File: src/rtl/vga_timing_gen.sv
`default_nettype none
// ============================================================================
//  Module      : vga_timing_gen
//  Description : VGA raster timing generator. Produces pixel column and line
//                counters with registered sync, blanking and frame-origin
//                strobes, all aligned to the counters shown in the same cycle.
//  Ports       : pclk        - pixel clock
//                rst         - asynchronous active-high reset
//                hcount_out  - current pixel column (11 bit)
//                vcount_out  - current line (11 bit)
//                hsync_out   - active-high horizontal sync
//                vsync_out   - active-high vertical sync (whole lines)
//                hblnk_out   - high outside the visible columns
//                vblnk_out   - high outside the visible lines
//                frame_start - one-cycle pulse when the raster wraps to (0,0)
//                frame_cnt   - completed-frame count (16 bit)
//  Options     : VGA_TIMING_FRAME_CNT_EN - when defined, frame_cnt counts
//                frames; when undefined, frame_cnt is tied to zero and no
//                counter register exists.
//  Revision    : 1.0 - initial release
// ============================================================================
module vga_timing_gen #(
  parameter int H_ACTIVE = 800,
  parameter int H_FP     = 40,
  parameter int H_SYNC   = 128,
  parameter int H_BP     = 88,
  parameter int V_ACTIVE = 600,
  parameter int V_FP     = 1,
  parameter int V_SYNC   = 4,
  parameter int V_BP     = 23
) (
  input  logic        pclk,
  input  logic        rst,
  output logic [10:0] hcount_out,
  output logic [10:0] vcount_out,
  output logic        hsync_out,
  output logic        vsync_out,
  output logic        hblnk_out,
  output logic        vblnk_out,
  output logic        frame_start,
  output logic [15:0] frame_cnt
);

  localparam int c_h_total = H_ACTIVE + H_FP + H_SYNC + H_BP;
  localparam int c_v_total = V_ACTIVE + V_FP + V_SYNC + V_BP;

  // Thresholds pre-sized to the counter width so all compares are 11 bit.
  localparam logic [10:0] c_h_last     = 11'(c_h_total - 1);
  localparam logic [10:0] c_h_blank    = 11'(H_ACTIVE);
  localparam logic [10:0] c_hs_first   = 11'(H_ACTIVE + H_FP);
  localparam logic [10:0] c_hs_last    = 11'(H_ACTIVE + H_FP + H_SYNC - 1);
  localparam logic [10:0] c_v_last     = 11'(c_v_total - 1);
  localparam logic [10:0] c_v_blank    = 11'(V_ACTIVE);
  localparam logic [10:0] c_vs_first   = 11'(V_ACTIVE + V_FP);
  localparam logic [10:0] c_vs_last    = 11'(V_ACTIVE + V_FP + V_SYNC - 1);

  logic [10:0] r_hcount;
  logic [10:0] r_vcount;
  logic        r_hsync;
  logic        r_vsync;
  logic        r_hblnk;
  logic        r_vblnk;
  logic        r_frame_start;

  logic        w_h_wrap;
  logic        w_v_wrap;
  logic [10:0] w_hcount_next;
  logic [10:0] w_vcount_next;

  always_comb begin
    w_h_wrap      = (r_hcount == c_h_last);
    w_v_wrap      = (r_vcount == c_v_last);
    w_hcount_next = w_h_wrap ? 11'd0 : r_hcount + 11'd1;
    w_vcount_next = r_vcount;
    if (w_h_wrap) begin
      w_vcount_next = w_v_wrap ? 11'd0 : r_vcount + 11'd1;
    end
  end

  // Every strobe is decoded from the *next* counter values and registered
  // on the same edge as the counters, so outputs carry zero relative skew.
  always_ff @(posedge pclk or posedge rst) begin
    if (rst) begin
      r_hcount      <= 11'd0;
      r_vcount      <= 11'd0;
      r_hsync       <= 1'b0;
      r_vsync       <= 1'b0;
      r_hblnk       <= 1'b0;
      r_vblnk       <= 1'b0;
      r_frame_start <= 1'b0;
    end else begin
      r_hcount      <= w_hcount_next;
      r_vcount      <= w_vcount_next;
      r_hsync       <= (w_hcount_next >= c_hs_first) && (w_hcount_next <= c_hs_last);
      r_vsync       <= (w_vcount_next >= c_vs_first) && (w_vcount_next <= c_vs_last);
      r_hblnk       <= (w_hcount_next >= c_h_blank);
      r_vblnk       <= (w_vcount_next >= c_v_blank);
      // Only a genuine wrap from the last pixel marks a frame origin, so
      // the (0,0) seen right after reset does not pulse.
      r_frame_start <= w_h_wrap && w_v_wrap;
    end
  end

`ifdef VGA_TIMING_FRAME_CNT_EN
  logic [15:0] r_frame_cnt;

  // Advances on the wrap edge so the new count appears alongside the
  // frame_start pulse; rolls over naturally at 16 bits.
  always_ff @(posedge pclk or posedge rst) begin
    if (rst) begin
      r_frame_cnt <= 16'd0;
    end else if (w_h_wrap && w_v_wrap) begin
      r_frame_cnt <= r_frame_cnt + 16'd1;
    end
  end

  assign frame_cnt = r_frame_cnt;
`else
  assign frame_cnt = 16'd0;
`endif

  assign hcount_out  = r_hcount;
  assign vcount_out  = r_vcount;
  assign hsync_out   = r_hsync;
  assign vsync_out   = r_vsync;
  assign hblnk_out   = r_hblnk;
  assign vblnk_out   = r_vblnk;
  assign frame_start = r_frame_start;

endmodule
`default_nettype wire

File: config.mk
export PLATFORM = sky130hd
export DESIGN_NAME = vga_timing_gen
export DESIGN_NICKNAME = d
export VERILOG_FILES = /design/src/rtl/vga_timing_gen.sv
export SDC_FILE = /design/constraint.sdc
export NUM_CORES = 1
export LEC_CHECK = 0
export BUFFER_PORTS_ARGS = -buffer_cell sky130_fd_sc_hd__buf_2
export CELL_PAD_IN_SITES_DETAIL_PLACEMENT = 0
export CELL_PAD_IN_SITES_GLOBAL_PLACEMENT = 1
export CORE_UTILIZATION = 35
export DETAILED_ROUTE_END_ITERATION = 8
export PLACE_DENSITY = 0.83
export SKIP_LAST_GASP = 1
export SLEW_MARGIN = 20
export SYNTH_ARGS = -nofsm -noshare
export SYNTH_HDL_FRONTEND = slang
export SYNTH_SLANG_ARGS = --single-unit
File: constraint.sdc
create_clock -name pclk -period 2.35 [get_ports pclk]
set_clock_uncertainty 0.05 [all_clocks]
set_input_delay 0.1175 -clock pclk [delete_from_list [all_inputs] [get_ports pclk]]
set_output_delay 0.1175 -clock pclk [all_outputs]
set_load 0.05 [all_outputs]
==> results.toml <==
[run_status]
run_status = "finished, final reports clean"

[floorplanning]
coreArea_um2 = 4410
io_pins = 45
floorplan.rows = 24
die_w_um = 70.0
height_of_the_die_um = 70.0
floorplan.initialDensity_pct = 36.7
die-area_um2 = 4910

[worst_setup_path]
worst-path-buf-inv = 1
crit_path_kind = "register to register"
setup.reg_to_reg.worst_slack_ns = 0.03
critical_path.slowest_cell = "sky130_fd_sc_hd__dfrtp_2"
cp-start-kind = "register"
worst-path-max-fanout = 5
worst_path_dominant_cell_family = "simple AND/OR/NAND/NOR gates"
critPathRequiredTime_ns = 2.51
cp_data_arrival_time_ns = 2.48
end_kind = "register"
critical_path.max_stage_delay_ns = 0.41
crit_chain = "ha_4, nand4_1, nand3b_1, buf_4, or3_4, nand2_2, a32oi_2, and3b_2, o21ai_2"

[place]
place.port_buffers = 28
dp_slack_ns = -0.0447
detailed_place_hpwl_um = 2670
place.gp.congestion = 0.856

[synthesis]
synth_cells = 171
postSynthRegisterBits = 27
syn_avg_cell_area_um2 = 9.48
asyncSetResetFlopFracSynth_pct = 100
post_synth_num_cell_types = 46
synth_top_flop_cell = "sky130_fd_sc_hd__dfrtp_1"
number_of_synthesized_flops_with_an_enable_pin = 0
yosysWarnings = 0
synth-seq-area-share_pct = 41.7
post_synth_instance_area_um2 = 1620

[drt]
met1Wirelength_um = 1770
dr_wl_met2_um = 1810
detailedRoute.firstIterationViolations = 54
post-route-drc-count = 0
route.detailed.wl_per_inst_um = 13.6
antenna_violating_nets_post_route = 0
routed_wl_um = 3780
drt_first_pass_iters = 4
routed.top_layer = "met4"
num_vias = 1369
met3WireLength_um = 126
number_of_vias_per_cell_after_detailed_routing = 4.92

[pwr]
power.share.sequential_pct = 57.5
power.switching_mw = 0.221
clock_network_power_share_pct = 34.2
power.share.switching_pct = 27.4
power_mw = 0.808
combPwrFrac_pct = 8.3
p_int_mw = 0.586
power_density_nw_per_um2 = 382
max-vdd-ir-drop_uv = 200
p_leak_nw = 1.06

[clock_network]
h-tree-depth = 1
tritoncts = "done"
path_clk_slew_ns = 0.10
cts.sinks = 27
numCtsBuffers = 3
clock_path_buffers = 2
insertion_delay_ns = 0.28
ctsRootBufferMaster = "sky130_fd_sc_hd__clkbuf_8"

[finish]
most_common_cell_after_layout_fill_and_taps_aside = "sky130_fd_sc_hd__buf_2"
drive_gt1_share_pct = 41.2
layout-area-overhead-vs-synth_pct = 30.7
layout.core_utilization_pct = 48.0
nNetsFinal = 232
insertedDiodeCount = 0
final_cell_mix = "sky130_fd_sc_hd__buf_2, sky130_fd_sc_hd__buf_4, sky130_fd_sc_hd__dfrtp_1"

[sta]
final.period_utilization_pct = 98.6
timing.final.max_slew_violations = 0
setup_viol_count_final = 0
final_hold_viol_count = 0
postLayoutSetupSlackWorst_ns = 0.0323
achievable-frequency_mhz = 431
finalHoldWorstSlack_ns = 0.369
finalCriticalPeriod_ns = 2.32
grt_setup_unrepaired = "yes"

[global_route]
grt_overflow_total = 0
gr-usage-all-layers_pct = 15.2
wire_length_of_the_first_global_routing_pass_um = 6020
antenna_violations_before_repair = 0
maximum_number_of_pins_on_one_net_before_global_route_repair = 28
vias_in_the_first_global_route = 1260

[hold_path]
hold_path.class = "input port to asynchronous set/reset pin"

[flow_run]
timing.max_cap.violations = 0
[path summary, 6_finish.rpt]
path / start / end / cells past startpoint
max in group asynchronous: rst / vcount_out[1] / 4
min in group pclk: hcount_out[2] / hcount_out[2] / 1
min reg2reg: hcount_out[2] / hcount_out[2] / 1
max reg2reg: hcount_out[1] / vblnk_out / 9
min: rst / hcount_out[4] / 4
max: hcount_out[1] / vblnk_out / 9
[state kept, by name, summed over array words and instances, names as in the netlist]
name / cells
hsync_out: 1
hblnk_out: 1
vcount_out: 11
frame_start: 1
vblnk_out: 1
vsync_out: 1
hcount_out: 11
[power groups by stage]
stage / registers (mW) / clock network [mW] / logic [mW]
3_5_place_dp: 0.473 / 0 / 0.0670
2_1_floorplan: 0.473 / 0 / 0.0831
4_1_cts: 0.464 / 0.278 / 0.0683
3_3_place_gp: 0.473 / 0 / 0.0670
5_1_grt: 0.464 / 0.300 / 0.0712
6_report: 0.464 / 0.276 / 0.0674
[layer usage]
layer / track usage (%) / vias up
met2: 22.9 / 39
met3: 1.59 / 6
met4: 6.44 / 0
met1: 22.2 / 656
met5: 0 / -
li1: - / 668
[per-stage QoR]
step / cells / instance area (um^2) / TNS, ns
6_report: 278 / 2120 / 0
2_1_floorplan: 186 / 1700 / 0
3_5_place_dp: 263 / 1890 / -0.0447
4_1_cts: 270 / 1960 / 0
5_1_grt: 278 / 2120 / -0.163
3_3_place_gp: 263 / 1890 / -0.000125
[cell usage after synthesis, types with 3 or more instances]
cell / n / area, um^2
sky130_fd_sc_hd__xnor2_1: 8 / 70.1
sky130_fd_sc_hd__nor3_1: 3 / 15.0
sky130_fd_sc_hd__nor2_1: 12 / 45.0
sky130_fd_sc_hd__nand4_1: 7 / 43.8
sky130_fd_sc_hd__buf_4: 18 / 135
sky130_fd_sc_hd__inv_1: 13 / 48.8
sky130_fd_sc_hd__dfrtp_1: 27 / 676
sky130_fd_sc_hd__nand2_1: 15 / 56.3
sky130_fd_sc_hd__xor2_1: 5 / 43.8
sky130_fd_sc_hd__o31ai_1: 5 / 37.5
sky130_fd_sc_hd__ha_1: 3 / 37.5
sky130_fd_sc_hd__nand3_1: 6 / 30.0
sky130_fd_sc_hd__o21ai_0: 10 / 50.1
[logic make-up (layout without fill, tap and decap cells)]
group                    Yosys count  count (layout)  synth area share [%]
flip-flops                        27              27                  41.7
adder cells (fa/ha/maj)            3               3                  2.32
XOR/XNOR                          13              13                  7.03
other                              1              16                 0.231
buffers and inverters             33              73                  12.0
multiplexers                       1               1                 0.926
AO/OA/AOI/OAI                     29              29                  12.7
AND/OR/NAND/NOR                   64              64                  23.1
[timing repair]
item	in CTS	in global routing
buffers inserted	2	8
resized for setup	1	19
hold endpoints to repair	27	0
hold buffers	1	0
setup endpoints to repair	1	3
pin swaps	1	9
[cell type report]
class	count	area, um^2
Timing Repair Buffer	56	357
Fill cell	424	2300
Clock inverter	1	5.00
Clock buffer	3	41.3
Multi-Input combinational cell	126	915
Inverter	13	48.8
Sequential cell	27	686
Tap cell	52	65.1
[worst reg2reg max path, stage by stage (launching register included)]
cell	delay (ns)
sky130_fd_sc_hd__dfrtp_2	0.41
sky130_fd_sc_hd__ha_4	0.15
sky130_fd_sc_hd__nand4_1	0.16
sky130_fd_sc_hd__nand3b_1	0.33
sky130_fd_sc_hd__buf_4	0.22
sky130_fd_sc_hd__or3_4	0.37
sky130_fd_sc_hd__nand2_2	0.08
sky130_fd_sc_hd__a32oi_2	0.14
sky130_fd_sc_hd__and3b_2	0.24
sky130_fd_sc_hd__o21ai_2	0.10
No activity file was read; power rests on OpenSTA's default activity.
